==> config.mk <==
export PLATFORM = sky130hd
export DESIGN_NAME = eval_scheduler
export DESIGN_NICKNAME = d
export VERILOG_FILES = /design/src/rtl/eval_scheduler.sv
export SDC_FILE = /design/constraint.sdc
export NUM_CORES = 1
export LEC_CHECK = 0
export CAP_MARGIN = 0
export CELL_PAD_IN_SITES_DETAIL_PLACEMENT = 0
export CELL_PAD_IN_SITES_GLOBAL_PLACEMENT = 1
export CORE_UTILIZATION = 43
export CTS_CLUSTER_SIZE = 10
export DETAILED_ROUTE_END_ITERATION = 12
export PLACE_DENSITY_LB_ADDON = 0.1
export SYNTH_ARGS = -nofsm -noshare
export SYNTH_HDL_FRONTEND = slang
export SYNTH_SLANG_ARGS = --single-unit
==> constraint.sdc <==
create_clock -name clk -period 5.52 [get_ports clk]
set_input_delay 1.104 -clock clk [delete_from_list [all_inputs] [get_ports clk]]
set_output_delay 1.104 -clock clk [all_outputs]
set_load 0.005 [all_outputs]
==> src/rtl/eval_scheduler.sv <==
// eval_scheduler
//   Merges input-event arrivals and a periodic timebase into one FIFO of
//   evaluation requests. Each request is then stepped through the monitor's
//   evaluation layers, one layer per cycle. Every output is registered.
//
// Parameters
//   NUM_INPUTS    input streams
//   NUM_OUTPUTS   output streams, one pacing bit each
//   NUM_SLIDES    sliding windows
//   NUM_LAYERS    evaluation layers (1..4)
//   QUEUE_DEPTH   request FIFO entries (power of two)
//   PERIOD_CYCLES enabled cycles between periodic ticks (>= 2)
//   OUT_DEP       bit o*NUM_INPUTS+i set: output o is paced by input i
//   OUT_PERIODIC  bit o set: output o is paced by the periodic tick
//   OUT_LAYER     2 bits per output: evaluation layer of that output
//
// Ports
//   clk, rst      clock; synchronous active-high reset
//   en            global enable; when low all state holds and inputs are ignored
//   new_input     per-input arrival strobes
//   q_push        a push was attempted in the previous enabled cycle
//   q_push_valid  that push was accepted
//   q_pop         an entry was dequeued in the previous enabled cycle
//   q_pop_valid   the dequeued entry is valid
//   pacing        evaluate output o this cycle
//   slide         shift window w this cycle (layer 0 of periodic entries)
//   busy          scheduler is evaluating an entry
//   overflow      sticky; a push was rejected because the queue was full
//
// Build option
//   EVAL_SCHED_BYPASS_EN  when defined, a request that arrives while the
//                         scheduler is idle and the queue is empty skips the
//                         FIFO and starts evaluating on the next edge.

module eval_scheduler #(
  parameter int unsigned                          NUM_INPUTS    = 2,
  parameter int unsigned                          NUM_OUTPUTS   = 8,
  parameter int unsigned                          NUM_SLIDES    = 2,
  parameter int unsigned                          NUM_LAYERS    = 3,
  parameter int unsigned                          QUEUE_DEPTH   = 4,
  parameter int unsigned                          PERIOD_CYCLES = 500,
  parameter logic [NUM_OUTPUTS*NUM_INPUTS-1:0]    OUT_DEP       = '0,
  parameter logic [NUM_OUTPUTS-1:0]               OUT_PERIODIC  = '0,
  parameter logic [2*NUM_OUTPUTS-1:0]             OUT_LAYER     = '0
) (
  input  logic                   clk,
  input  logic                   rst,
  input  logic                   en,
  input  logic [NUM_INPUTS-1:0]  new_input,
  output logic                   q_push,
  output logic                   q_push_valid,
  output logic                   q_pop,
  output logic                   q_pop_valid,
  output logic [NUM_OUTPUTS-1:0] pacing,
  output logic [NUM_SLIDES-1:0]  slide,
  output logic                   busy,
  output logic                   overflow
);

  // Entry layout: {periodic, input_mask}
  localparam int unsigned EW = NUM_INPUTS + 1;
  localparam int unsigned AW = (QUEUE_DEPTH > 1) ? $clog2(QUEUE_DEPTH) : 1;
  localparam int unsigned CW = $clog2(QUEUE_DEPTH + 1);
  localparam int unsigned TW = $clog2(PERIOD_CYCLES);
  localparam logic [1:0]  LAST_LAYER = 2'(NUM_LAYERS - 1);
  localparam logic [AW-1:0] LAST_SLOT = AW'(QUEUE_DEPTH - 1);
  localparam logic [CW-1:0] FULL_COUNT = CW'(QUEUE_DEPTH);
  localparam logic [TW-1:0] LAST_TICK = TW'(PERIOD_CYCLES - 1);

  typedef enum logic {
    IDLE,
    EVAL
  } state_t;

  state_t        state;
  logic [1:0]    layer;
  logic [EW-1:0] cur_entry;

  logic [EW-1:0] mem [QUEUE_DEPTH];
  logic [AW-1:0] wr_ptr;
  logic [AW-1:0] rd_ptr;
  logic [CW-1:0] count;
  logic [TW-1:0] tick_cnt;

  logic          tick;
  logic          req;
  logic          q_empty;
  logic          q_full;
  logic          pop;
  logic          bypass;
  logic          push_try;
  logic          push_ok;
  logic          start;
  logic [EW-1:0] req_entry;
  logic [EW-1:0] start_entry;

  // Pacing vector for one layer of one entry.
  function automatic logic [NUM_OUTPUTS-1:0] pace_for(input logic [EW-1:0] entry,
                                                      input logic [1:0]    lyr);
    logic [NUM_OUTPUTS-1:0] res;
    res = '0;
    for (int unsigned o = 0; o < NUM_OUTPUTS; o++) begin
      res[o] = (OUT_LAYER[2*o +: 2] == lyr) &&
               ((|(OUT_DEP[o*NUM_INPUTS +: NUM_INPUTS] & entry[NUM_INPUTS-1:0])) ||
                (OUT_PERIODIC[o] && entry[NUM_INPUTS]));
    end
    return res;
  endfunction

  always_comb begin
    tick      = (tick_cnt == LAST_TICK);
    req       = en && ((|new_input) || tick);
    req_entry = {tick, new_input};
    q_empty   = (count == '0);
    q_full    = (count == FULL_COUNT);
    pop       = en && (state == IDLE) && !q_empty;
`ifdef EVAL_SCHED_BYPASS_EN
    bypass    = req && (state == IDLE) && q_empty;
`else
    bypass    = 1'b0;
`endif
    push_try  = req && !bypass;
    // A pop on the same edge frees a slot, so a full queue still accepts.
    push_ok   = push_try && (!q_full || pop);
    start     = pop || bypass;
    start_entry = bypass ? req_entry : mem[rd_ptr];
  end

  always_ff @(posedge clk) begin
    if (rst) begin
      state        <= IDLE;
      layer        <= '0;
      cur_entry    <= '0;
      wr_ptr       <= '0;
      rd_ptr       <= '0;
      count        <= '0;
      tick_cnt     <= '0;
      q_push       <= 1'b0;
      q_push_valid <= 1'b0;
      q_pop        <= 1'b0;
      q_pop_valid  <= 1'b0;
      pacing       <= '0;
      slide        <= '0;
      busy         <= 1'b0;
      overflow     <= 1'b0;
    end else if (en) begin
      tick_cnt <= tick ? '0 : tick_cnt + 1'b1;

      q_push       <= req;
      q_push_valid <= push_ok || bypass;
      q_pop        <= start;
      q_pop_valid  <= start;

      if (push_try && !push_ok) begin
        overflow <= 1'b1;
      end

      if (push_ok) begin
        wr_ptr <= (wr_ptr == LAST_SLOT) ? '0 : wr_ptr + 1'b1;
      end
      if (pop) begin
        rd_ptr <= (rd_ptr == LAST_SLOT) ? '0 : rd_ptr + 1'b1;
      end
      case ({push_ok, pop})
        2'b10:   count <= count + 1'b1;
        2'b01:   count <= count - 1'b1;
        default: ;
      endcase

      case (state)
        IDLE: begin
          if (start) begin
            state     <= EVAL;
            layer     <= '0;
            cur_entry <= start_entry;
            pacing    <= pace_for(start_entry, 2'd0);
            slide     <= {NUM_SLIDES{start_entry[NUM_INPUTS]}};
            busy      <= 1'b1;
          end else begin
            pacing <= '0;
            slide  <= '0;
            busy   <= 1'b0;
          end
        end
        EVAL: begin
          slide <= '0;
          if (layer == LAST_LAYER) begin
            state  <= IDLE;
            pacing <= '0;
            busy   <= 1'b0;
          end else begin
            layer  <= layer + 2'd1;
            pacing <= pace_for(cur_entry, layer + 2'd1);
            busy   <= 1'b1;
          end
        end
        default: begin
          state  <= IDLE;
          pacing <= '0;
          slide  <= '0;
          busy   <= 1'b0;
        end
      endcase
    end else begin
      // Disabled: everything holds except the one-cycle queue strobes.
      q_push <= 1'b0;
      q_pop  <= 1'b0;
    end
  end

  // Storage needs no reset; occupancy is tracked by the pointers and count.
  always_ff @(posedge clk) begin
    if (en && push_ok) begin
      mem[wr_ptr] <= req_entry;
    end
  end

endmodule

==> flow_metrics.env <==
export IMPL_critPathRequiredTime_ps=5740
export IMPL_gp_congestion=0.724
export IMPL_grt_overflow_total=0
export IMPL_ys_types=37
export IMPL_grt_max_degree=24
export IMPL_fillCellCount=326
export IMPL_synth_compound_area_share_pct=6.95
export IMPL_rows=21
export IMPL_cts_tree="yes"
export IMPL_worst_setup_path_type="primary input to flop"
export IMPL_synth_top_area_share_pct=36.2
export IMPL_viasPerCell=4.80
export IMPL_clk_latency_ps=330
export IMPL_cp_start_kind="primary input"
export IMPL_post_place_ws_ps=1800
export IMPL_ff_latch_area_sq_um=661
export IMPL_synthAdderAreaFrac_pct=7.20
export IMPL_drtIter0Drc=84
export IMPL_cp_slowest_stage_delay_ps=760
export IMPL_crit_top_cell="nand2b_1"
export IMPL_cts_buffers=5
export IMPL_end_kind="flop"
export IMPL_layout_core_utilization_pct=50.6
export IMPL_htree_levels=2
export IMPL_hpwl_microns=1780
export IMPL_worst_slack_ps=2140
export IMPL_yosys_top_cells_area="dfxtp_1 (36%), edfxtp_1 (8.0%), nor2_1 (7.0%)"
export IMPL_async_flop_share_pct=0
export IMPL_grt_pass1_wl_microns=4150
export IMPL_fin_skew_ps=9.10
export IMPL_cts_max_path_buffers=2
export IMPL_period_share_pct=61.3
export IMPL_coreArea_sq_um=3340
export IMPL_final_setup_viol_count=0
export IMPL_synthSimpleGateAreaFrac_pct=24.4
export IMPL_start_util_pct=44.8
export IMPL_p_clk_share_pct=31.6
export IMPL_drc=0
export IMPL_post_cts_setup_buffers=0
export IMPL_wl_per_cell_microns=11.1
export IMPL_ys_warn_count=0
export IMPL_avgSynthCellArea_sq_um=9.46
export IMPL_period_minus_slack_ps=3380
export IMPL_drtAntennaViolNets=0
export IMPL_grt_usage_pct=15.7
export IMPL_worst_slew_margin_rel_pct=47.8
export IMPL_power_total_uw=535
export IMPL_synth_most_common_cell="nor2_1"
export IMPL_grt_pass1_vias=984
export IMPL_wirelength_microns=2420
export IMPL_drive_gt1_share_pct=7.60
export IMPL_path_cells="clkdlybuf4s50_1 > nand2b_1 > nand2b_1 > nor2_1 > fa_1 > nand2_1 > a21oi_1 > mux2i_1 > mux2_2"
export IMPL_synth_seq_area_share_pct=44.2
export IMPL_multiInputGateArea_sq_um=762
export IMPL_top_layer_used="met4"
export IMPL_drt_met1_wl_microns=1100
export IMPL_synth_edf_count=4
export IMPL_p_seq_share_pct=50.0
export IMPL_cts_sinks=31
export IMPL_antenna_found_initial=0
export IMPL_combPwrFrac_pct=18.4
export IMPL_rsz0062_at_grt="false"
export IMPL_hp_class="flop to flop"
export IMPL_synth_top_family_by_area="simple AND/OR/NAND/NOR gates"
export IMPL_dieHeight_microns=61.0
export IMPL_syn_area_sq_um=1500
export IMPL_synth_mux_area_share_pct=5.69
export IMPL_drt_pass1_iterations=4
export IMPL_cts_clk_slew_worst_paths_ps=80
export IMPL_pin_count=21
export IMPL_io_buffers=12
export IMPL_vias=1042
export IMPL_p_sw_uw=144
export IMPL_route_met3_wl_microns=94
export IMPL_peakVddDrop_v=0.000181
export IMPL_intPower_uw=391
export IMPL_hold_viol_final=0
export IMPL_outcome="completed"
export IMPL_ys_flop_type="dfxtp_1"
export IMPL_syn_instance_count=158
export IMPL_postCtsHoldBufs=0
export IMPL_ys_ff_latch=31
export IMPL_crit_path_top_delay_cell="clkdlybuf4s50_1"
export IMPL_fmax_mhz=296
export IMPL_dr_wl_met2_microns=1180
export IMPL_area_growth_syn_to_layout_pct=12.9
export IMPL_cts_root_buffer="clkbuf_4"
export IMPL_arrival_ps=3600
export IMPL_synth_cells_most_frequent="nor2_1 (28), dfxtp_1 (27), nand2_1 (10), buf_4 (9), a21oi_1 (8)"
export IMPL_dieWidth_microns=61.0
export IMPL_synthXorXnorAreaFrac_pct=4.69
export IMPL_yosys_area_top_type="dfxtp_1"
export IMPL_dieArea_sq_um=3720
export IMPL_swShare_pct=26.8
export IMPL_cts_resized=0
export IMPL_worst_slew_pin_slew_ps=780
export IMPL_num_antenna_cells=0
export IMPL_path_max_fanout=20
export IMPL_leakage_nw=0.662
export IMPL_drv_slew=0
export IMPL_tns_ps=0
export IMPL_fin_nets=183
export IMPL_maxCapViolCount=0
export IMPL_p_per_area_nw_per_um2=317
-- critical path, delay by kind of cell --
family	cells	cell delay, ps
adders and majority gates	1	390
and+or+nand+nor	4	790
AOI/OAI and AO/OA	1	50
buffers and inverters	1	760
muxes	2	490
-- final timing paths --
kind / to / from / cells after the start / slack [ps]
setup / recovery: count[2] / en / 9 / 2140
hold / removal: q_push_valid / q_push_valid / 2 / 470
setup reg to reg: count[2] / tick_cnt[0] / 9 / 3250
hold reg to reg: q_push_valid / q_push_valid / 2 / 470
-- power by group through the flow --
stage	combinational [mW]	sequential (mW)	clock, mW
floorplan	0.0746	0.269	0
global placement	0.0981	0.272	0
detailed placement	0.100	0.272	0
CTS	0.100	0.268	0.174
global route	0.114	0.271	0.183
finish	0.0983	0.267	0.169
-- per-stage QoR --
step / area, sq um / cells / hold WS (ps)
floorplan: 1520 / 165 / 454
global placement: 1610 / 209 / 459
detailed placement: 1610 / 209 / 467
CTS: 1690 / 217 / 481
global route: 1690 / 217 / 502
finish: 1690 / 217 / 475
-- final cells by class --
cell class                      count  share of cell area [%]
Sequential cell                    31                    39.1
Clock buffer                        5                    2.22
Clock inverter                      3                    2.30
Tap cell                           46                    3.41
Timing Repair Buffer               12                    7.12
Multi-Input combinational cell    117                    45.1
Inverter                            3                   0.667
-- flip-flops by register name (all words and copies together) (netlist names), named ones only --
signal	flops
count	3
q_pop	1
busy	1
q_pop_valid	1
tick_cnt	9
rd_ptr	2
wr_ptr	2
slide	1
q_push	1
mem	4
layer	2
q_push_valid	1
overflow	1
-- cells in the final DEF, fill, tap and decap left out, drive strengths merged, types with 6 or more instances in the layout --
cell | synthesis | routed
nand2b | 6 | 6
nor2 | 28 | 28
conb | 1 | 8
a21oi | 8 | 8
ha | 7 | 7
nand2 | 10 | 10
clkdlybuf4s50 | 0 | 12
dfxtp | 27 | 27
-- cell families after synthesis --
family,Yosys count
AND/OR/NAND/NOR,70
multiplexers,7
AO/OA/AOI/OAI,16
other,1
flip-flops,31
adder cells (fa/ha/maj),8
buffers and inverters,17
XOR/XNOR,8
-- layer usage --
| layer | vias up | global-route usage (%) |
|---|---|---|
| met5 | - | 0 |
| met4 | 0 | 8.77 |
| met1 | 485 | 17.3 |
| li1 | 532 | - |
| met2 | 20 | 26.7 |
| met3 | 5 | 5.12 |
(Power assumes the default switching activity.)
==> patch 1, RTL diff (same flow settings) <==
Add a define of `EVAL_SCHED_BYPASS_EN`.
--- a/src/rtl/eval_scheduler.sv
+++ b/src/rtl/eval_scheduler.sv
@@ -32,4 +32,6 @@
 //                         scheduler is idle and the queue is empty skips the
 //                         FIFO and starts evaluating on the next edge.
+
+`define EVAL_SCHED_BYPASS_EN
 
 module eval_scheduler #(
Check against the original RTL: not equivalent (Yosys sat finds a counterexample within 4 cycles, from zero or initial values and one cycle with rst high).
==> patch 1 against the unedited design <==
Fmax grew 0.74%; combinational power shrank 49%; global-route usage grew 0.77 points; final area grew 9.3%; total power shrank 14%; sequential share of layout area shrank 3.3 points; area after synthesis grew 9.8%; synthesized cell count grew 7.6%; wire length grew 18%; worst setup slack gained 25 ps; sequential cell count is the same; critical endpoint unchanged.
==> patch 1: results (changes against the unedited design) <==
* Result of the run: complete, no violations (unchanged)
* Power consumed by combinational cells: 49.9 uW (was 98.3 uW)
* Number of antenna violations at the first check in global routing: 0 (unchanged)
- Largest cells by area after synthesis: sky130_fd_sc_hd__dfxtp_1, sky130_fd_sc_hd__edfxtp_1, sky130_fd_sc_hd__ha_1 (was sky130_fd_sc_hd__dfxtp_1, sky130_fd_sc_hd__edfxtp_1, sky130_fd_sc_hd__nor2_1)
- Met2 routed wirelength: 1300 um (was 1179 um)
* GR Layer Usage met1: 20.88% (was 17.30%)
- The number of global-route vias before repair is 1132 (was 984).
* DRC violation total after the first TritonRoute iteration: 87 (was 84)
* Worst clock skew: 2.827 ps (was 9.099 ps)
- The number of nets in the finished design was 195 (was 183).
- Peak fanout along the critical path: 18 (was 20)
- Core outline area: 0.003661 mm^2 (was 0.003337 mm^2)
* Detailed placer's ending HPWL: 2080 um (was 1781 um)
- The worst endpoint data arrival time is 3520 ps (was 3600 ps).
- Wire length of the first global-routing pass: 5133 um (was 4153 um)
- The fraction of met3 tracks used by global routing is 5.357% (was 5.117%).
* VDD IR max: 0.1317 mV (was 0.1806 mV)
- The worst max-slew margin expressed relative to the limit was 57.02% (was 47.82%).
- The detailed-route wire length on metal 1 is 1381 um (was 1099 um).
- Met2 usage in global routing: 26.06% (was 26.69%)
- The sequential element share of the synthesized area is 40.24% (was 44.18%).
* Leak: 0.0007191 uW (was 0.0006618 uW)
* Distinct cell type count of the synthesized netlist: 46 (was 37)
* Internal power: 347.3 uW (was 391.3 uW)
- The maximum number of pins on one net before global-route repair came to 21 (was 24).
* Clock root cell: sky130_fd_sc_hd__clkbuf_8 (was sky130_fd_sc_hd__clkbuf_4)
- The total length of routed wires came to 2839 um (was 2415 um).
* Ratio of cells with drive above 1 in the final layout: 10.38% (was 7.602%)
- Ranking of synthesized cells by instance count: sky130_fd_sc_hd__dfxtp_1, sky130_fd_sc_hd__nor2_1, sky130_fd_sc_hd__nand2_1 (was sky130_fd_sc_hd__nor2_1, sky130_fd_sc_hd__dfxtp_1, sky130_fd_sc_hd__nand2_1)
- Tot GR Track Use: 16.48% (was 15.71%)
* Classification of the worst-slack hold path: register to register (unchanged)
* Gpl congestion: 0.8193 (was 0.7237)
- The clock latency on the worst-skew pair was 280 ps (was 330 ps).
* Number of vias in the routed layout: 1175 (was 1042)
patch 1: cell count changes after synthesis, sizes merged, moves of 3 or more:
cell,delta
mux2i,+3
nand2b,-5
inv,+4
nor2,-9
nor3,+3
nand2,+7
patch 1: final timing paths:
check        cells after the start            to  slack [ps]    startpoint
max reg2reg                      8      count[2]        3130   tick_cnt[0]
max                              8      count[2]        2160            en
min reg2reg                      2  q_push_valid         480  q_push_valid
min                              2  q_push_valid         480  q_push_valid
patch 1: stage by stage:
step	setup slack (ps)	cell area (um^2)	total power (uW)	util [%]	std cells
floorplan	2684	1668	285.2	-	177
global placement	1922	1764	296.8	48.19	223
detailed placement	1858	1764	298.4	48.19	223
CTS	2163	1846	468.6	50.41	231
global route	2012	1846	488.5	50.41	231
finish	2161	1846	460.0	50.41	231
patch 1: layout make-up:
class / instances / area [um^2]
Fill cell: 358 / 1815
Multi-Input combinational cell: 124 / 889.6
Sequential cell: 31 / 660.6
Timing Repair Buffer: 13 / 127.6
Clock buffer: 7 / 76.32
Tap cell: 48 / 60.06
Inverter: 7 / 26.28
Clock inverter: 1 / 5.005
patch 1: cells by family after synthesis:
| group | Yosys count | synth area share, % |
|---|---|---|
| xor gates and xnor gates | 9 | 4.801 |
| DFF | 31 | 40.24 |
| other | 1 | 0.2284 |
| AOI/OAI and AO/OA | 19 | 8.385 |
| muxes | 11 | 7.698 |
| buffers and inverters | 22 | 7.164 |
| and+or+nand+nor | 69 | 24.92 |
| adders and majority gates | 8 | 6.555 |
patch 1: critical path: cells and delay by family:
| family | cells | cell delay [ps] |
|---|---|---|
| adder cells (fa/ha/maj) | 1 | 380 |
| AND/OR/NAND/NOR | 4 | 810 |
| multiplexers | 2 | 470 |
| buffers and inverters | 1 | 750 |
==> patch 2, RTL diff (same flow settings) <==
Without the edit above. Reset style: asynchronous (`rst`), changed in one clocked block. Comments in the files are not updated.
--- a/src/rtl/eval_scheduler.sv
+++ b/src/rtl/eval_scheduler.sv
@@ -127,5 +127,5 @@
   end
 
-  always_ff @(posedge clk) begin
+  always_ff @(posedge clk or posedge rst) begin
     if (rst) begin
       state        <= IDLE;
Formal check against the unedited RTL: differs if rst is asserted again (counterexample within 4 cycles, from zero or initial values and one cycle with rst high); with rst held inactive, the same outputs for 10 cycles.
==> patch 2 against the unedited design <==
Final area grew 7.6%; wire length grew 15%; sequential cell count shrank 2; register-to-register slack gained 60 ps; fmax grew 9.3%; worst setup slack gained 290 ps; area after synthesis grew 7.9%.
Power is not compared: it rests on default switching activity, and its combinational part moved more than twofold at a synthesized area within 25%.
==> patch 2: results (changes against the unedited design) <==
* Count of flip-flops with a built-in enable after synthesis: 4 (unchanged)
* Wire length reported by the detailed router: 2788 um (was 2415 um)
- Slew at the pin closest to its max-slew limit: 937.0 ps (was 780.3 ps)
* Ranking of synthesized cells by instance count: sky130_fd_sc_hd__dfrtp_1, sky130_fd_sc_hd__nor2_1, sky130_fd_sc_hd__buf_4 (was sky130_fd_sc_hd__nor2_1, sky130_fd_sc_hd__dfxtp_1, sky130_fd_sc_hd__nand2_1)
- The clock transition at the register clock pins on the worst setup and hold paths after CTS was 60 ps (was 80 ps).
- Worst clock skew: 4.662 ps (was 9.099 ps)
- The worst endpoint data arrival time was 3260 ps (was 3600 ps).
- Leak: 0.0007996 uW
* # resized after CTS: 0 (unchanged)
- The maximum net fanout on the critical path was 14 (was 20).
* DRC violation total after the first TritonRoute iteration: 64 (was 84)
- Part of the Yosys area used for sequential elements: 46.20% (was 44.18%)
* Crit-path max cell delay: 770 ps
* H-tree Lvls: 2 (unchanged)
* Gpl congestion: 0.8676 (was 0.7237)
- The number of buffers created by CTS came to 5 (unchanged).
* Number of antenna violations at the first check in global routing: 0 (unchanged)
- Largest cells by area after synthesis: sky130_fd_sc_hd__dfrtp_1, sky130_fd_sc_hd__edfxtp_1, sky130_fd_sc_hd__ha_1 (was sky130_fd_sc_hd__dfxtp_1, sky130_fd_sc_hd__edfxtp_1, sky130_fd_sc_hd__nor2_1).
- The antenna diode count was 0 (unchanged).
* Most used flip-flop cell after synthesis: sky130_fd_sc_hd__dfrtp_1 (was sky130_fd_sc_hd__dfxtp_1)
- The number of synthesized register bits was 29 (was 31).
* Number of input and output port buffers inserted: 12 (unchanged)
* Result of the run: complete, no violations (unchanged)
- Classification of the worst-slack hold path: register to register (unchanged)
- The maximum number of pins on one net before global-route repair was 26 (was 24).
- The global-route total usage across every layer came to 16.62% (was 15.71%).
- The synthesized-area fraction occupied by xor and xnor cells is 1.085% (was 4.686%).
- The fraction of registers with async set/reset was 86.21% (was 0%).
- Registers with the most flip-flops: tick_cnt x9, mem x4, count x3 (unchanged).
- Wire length of the first global-routing pass: 5016 um (was 4153 um)
- Detailed placer's ending HPWL: 2012 um (was 1781 um)
- Clock insertion delay at the later pin of the skew report: 280 ps (was 330 ps)
* Slowest cell on the critical path: sky130_fd_sc_hd__clkdlybuf4s50_1 (unchanged)
- Largest buffer count on any clock path: 2 (unchanged)
- Count of warnings emitted by yosys: 0 (unchanged)
- Total iterations of the first detailed-routing run: 4 (unchanged)
* Number of setup buffers added after CTS: 0 (unchanged)
* Adder-Cell Fraction of Synth Area: 6.667% (was 7.197%)
- The buffer cell driving the clock tree root is sky130_fd_sc_hd__clkbuf_8 (was sky130_fd_sc_hd__clkbuf_4).
* Final Net Count: 167 (was 183)
- Via density per instance: 5.244 (was 4.802)
* Multiplexer share of the synthesized area: 6.744% (was 5.690%)
- The post-synthesis compound-gate area fraction came to 15.81% (was 6.946%).
- The fraction of layout cells with a size suffix above 1 was 13.55% (was 7.602%).
* VDD IR max: 0.2052 mV
- Vias in the first global route: 1106 (was 984)
- The count of distinct cell types in the synthesized netlist is 50 (was 37).
## patch 2: cells by family after synthesis
group,Yosys count
AOI/OAI and AO/OA,28
muxes,8
buffers and inverters,19
other,1
xor gates and xnor gates,2
and+or+nand+nor,46
DFF,29
adders and majority gates,8
## patch 2: layout make-up
| class | instances | area (um^2) |
|---|---|---|
| inverter | 6 | 22.52 |
| tap | 46 | 57.56 |
| timing repair buffer | 12 | 120.1 |
| clock buffer | 8 | 90.09 |
| multi-input combinational | 100 | 779.5 |
| sequential | 29 | 745.7 |
| fill | 324 | 1653 |
## patch 2: critical path, delay by kind of cell
kind	cells	cell delay [ps]
mux	1	290
fa+ha+maj	1	460
simple gates	1	270
compound gates	1	360
buf+inv	1	770
## patch 2: per-stage QoR
stage                     hold WS [ps]  instances  utilization [%]  worst slack, ps  cell area, um^2
after floorplan                  459.4        148                -             2996             1640
after global placement           464.0        193            49.75             2187             1725
after detailed placement         467.4        193            49.75             2146             1725
after CTS                        480.9        201            52.34             2450             1815
after global routing             508.1        201            52.34             2303             1815
final                            475.1        201            52.34             2425             1815
## patch 2: layer usage
| layer | wire length, um | global-route usage [%] | vias up |
|---|---|---|---|
| li1 | - | - | 515 |
| met3 | 109 | 4.891 | 7 |
| met5 | 0 | 0 | - |
| met4 | 65 | 8.807 | 0 |
| met1 | 1332 | 21.11 | 505 |
| met2 | 1280 | 25.40 | 27 |
## patch 2: report_power, final
part	switching [uW]	total (uW)	internal, uW
Sequential	102	401	298
Combinational	131	307	176
Clock	76.5	178	101
## patch 2: worst paths after layout
check,start,to,slack [ps],cells past startpoint
max,en,count[1],2420,5
min,q_pop_valid,q_pop_valid,480,1
max reg2reg,tick_cnt[0],count[1],3310,5
min reg2reg,q_pop_valid,q_pop_valid,480,1
max in group asynchronous,rst,state,3610,2
min in group asynchronous,rst,q_pop,1330,2
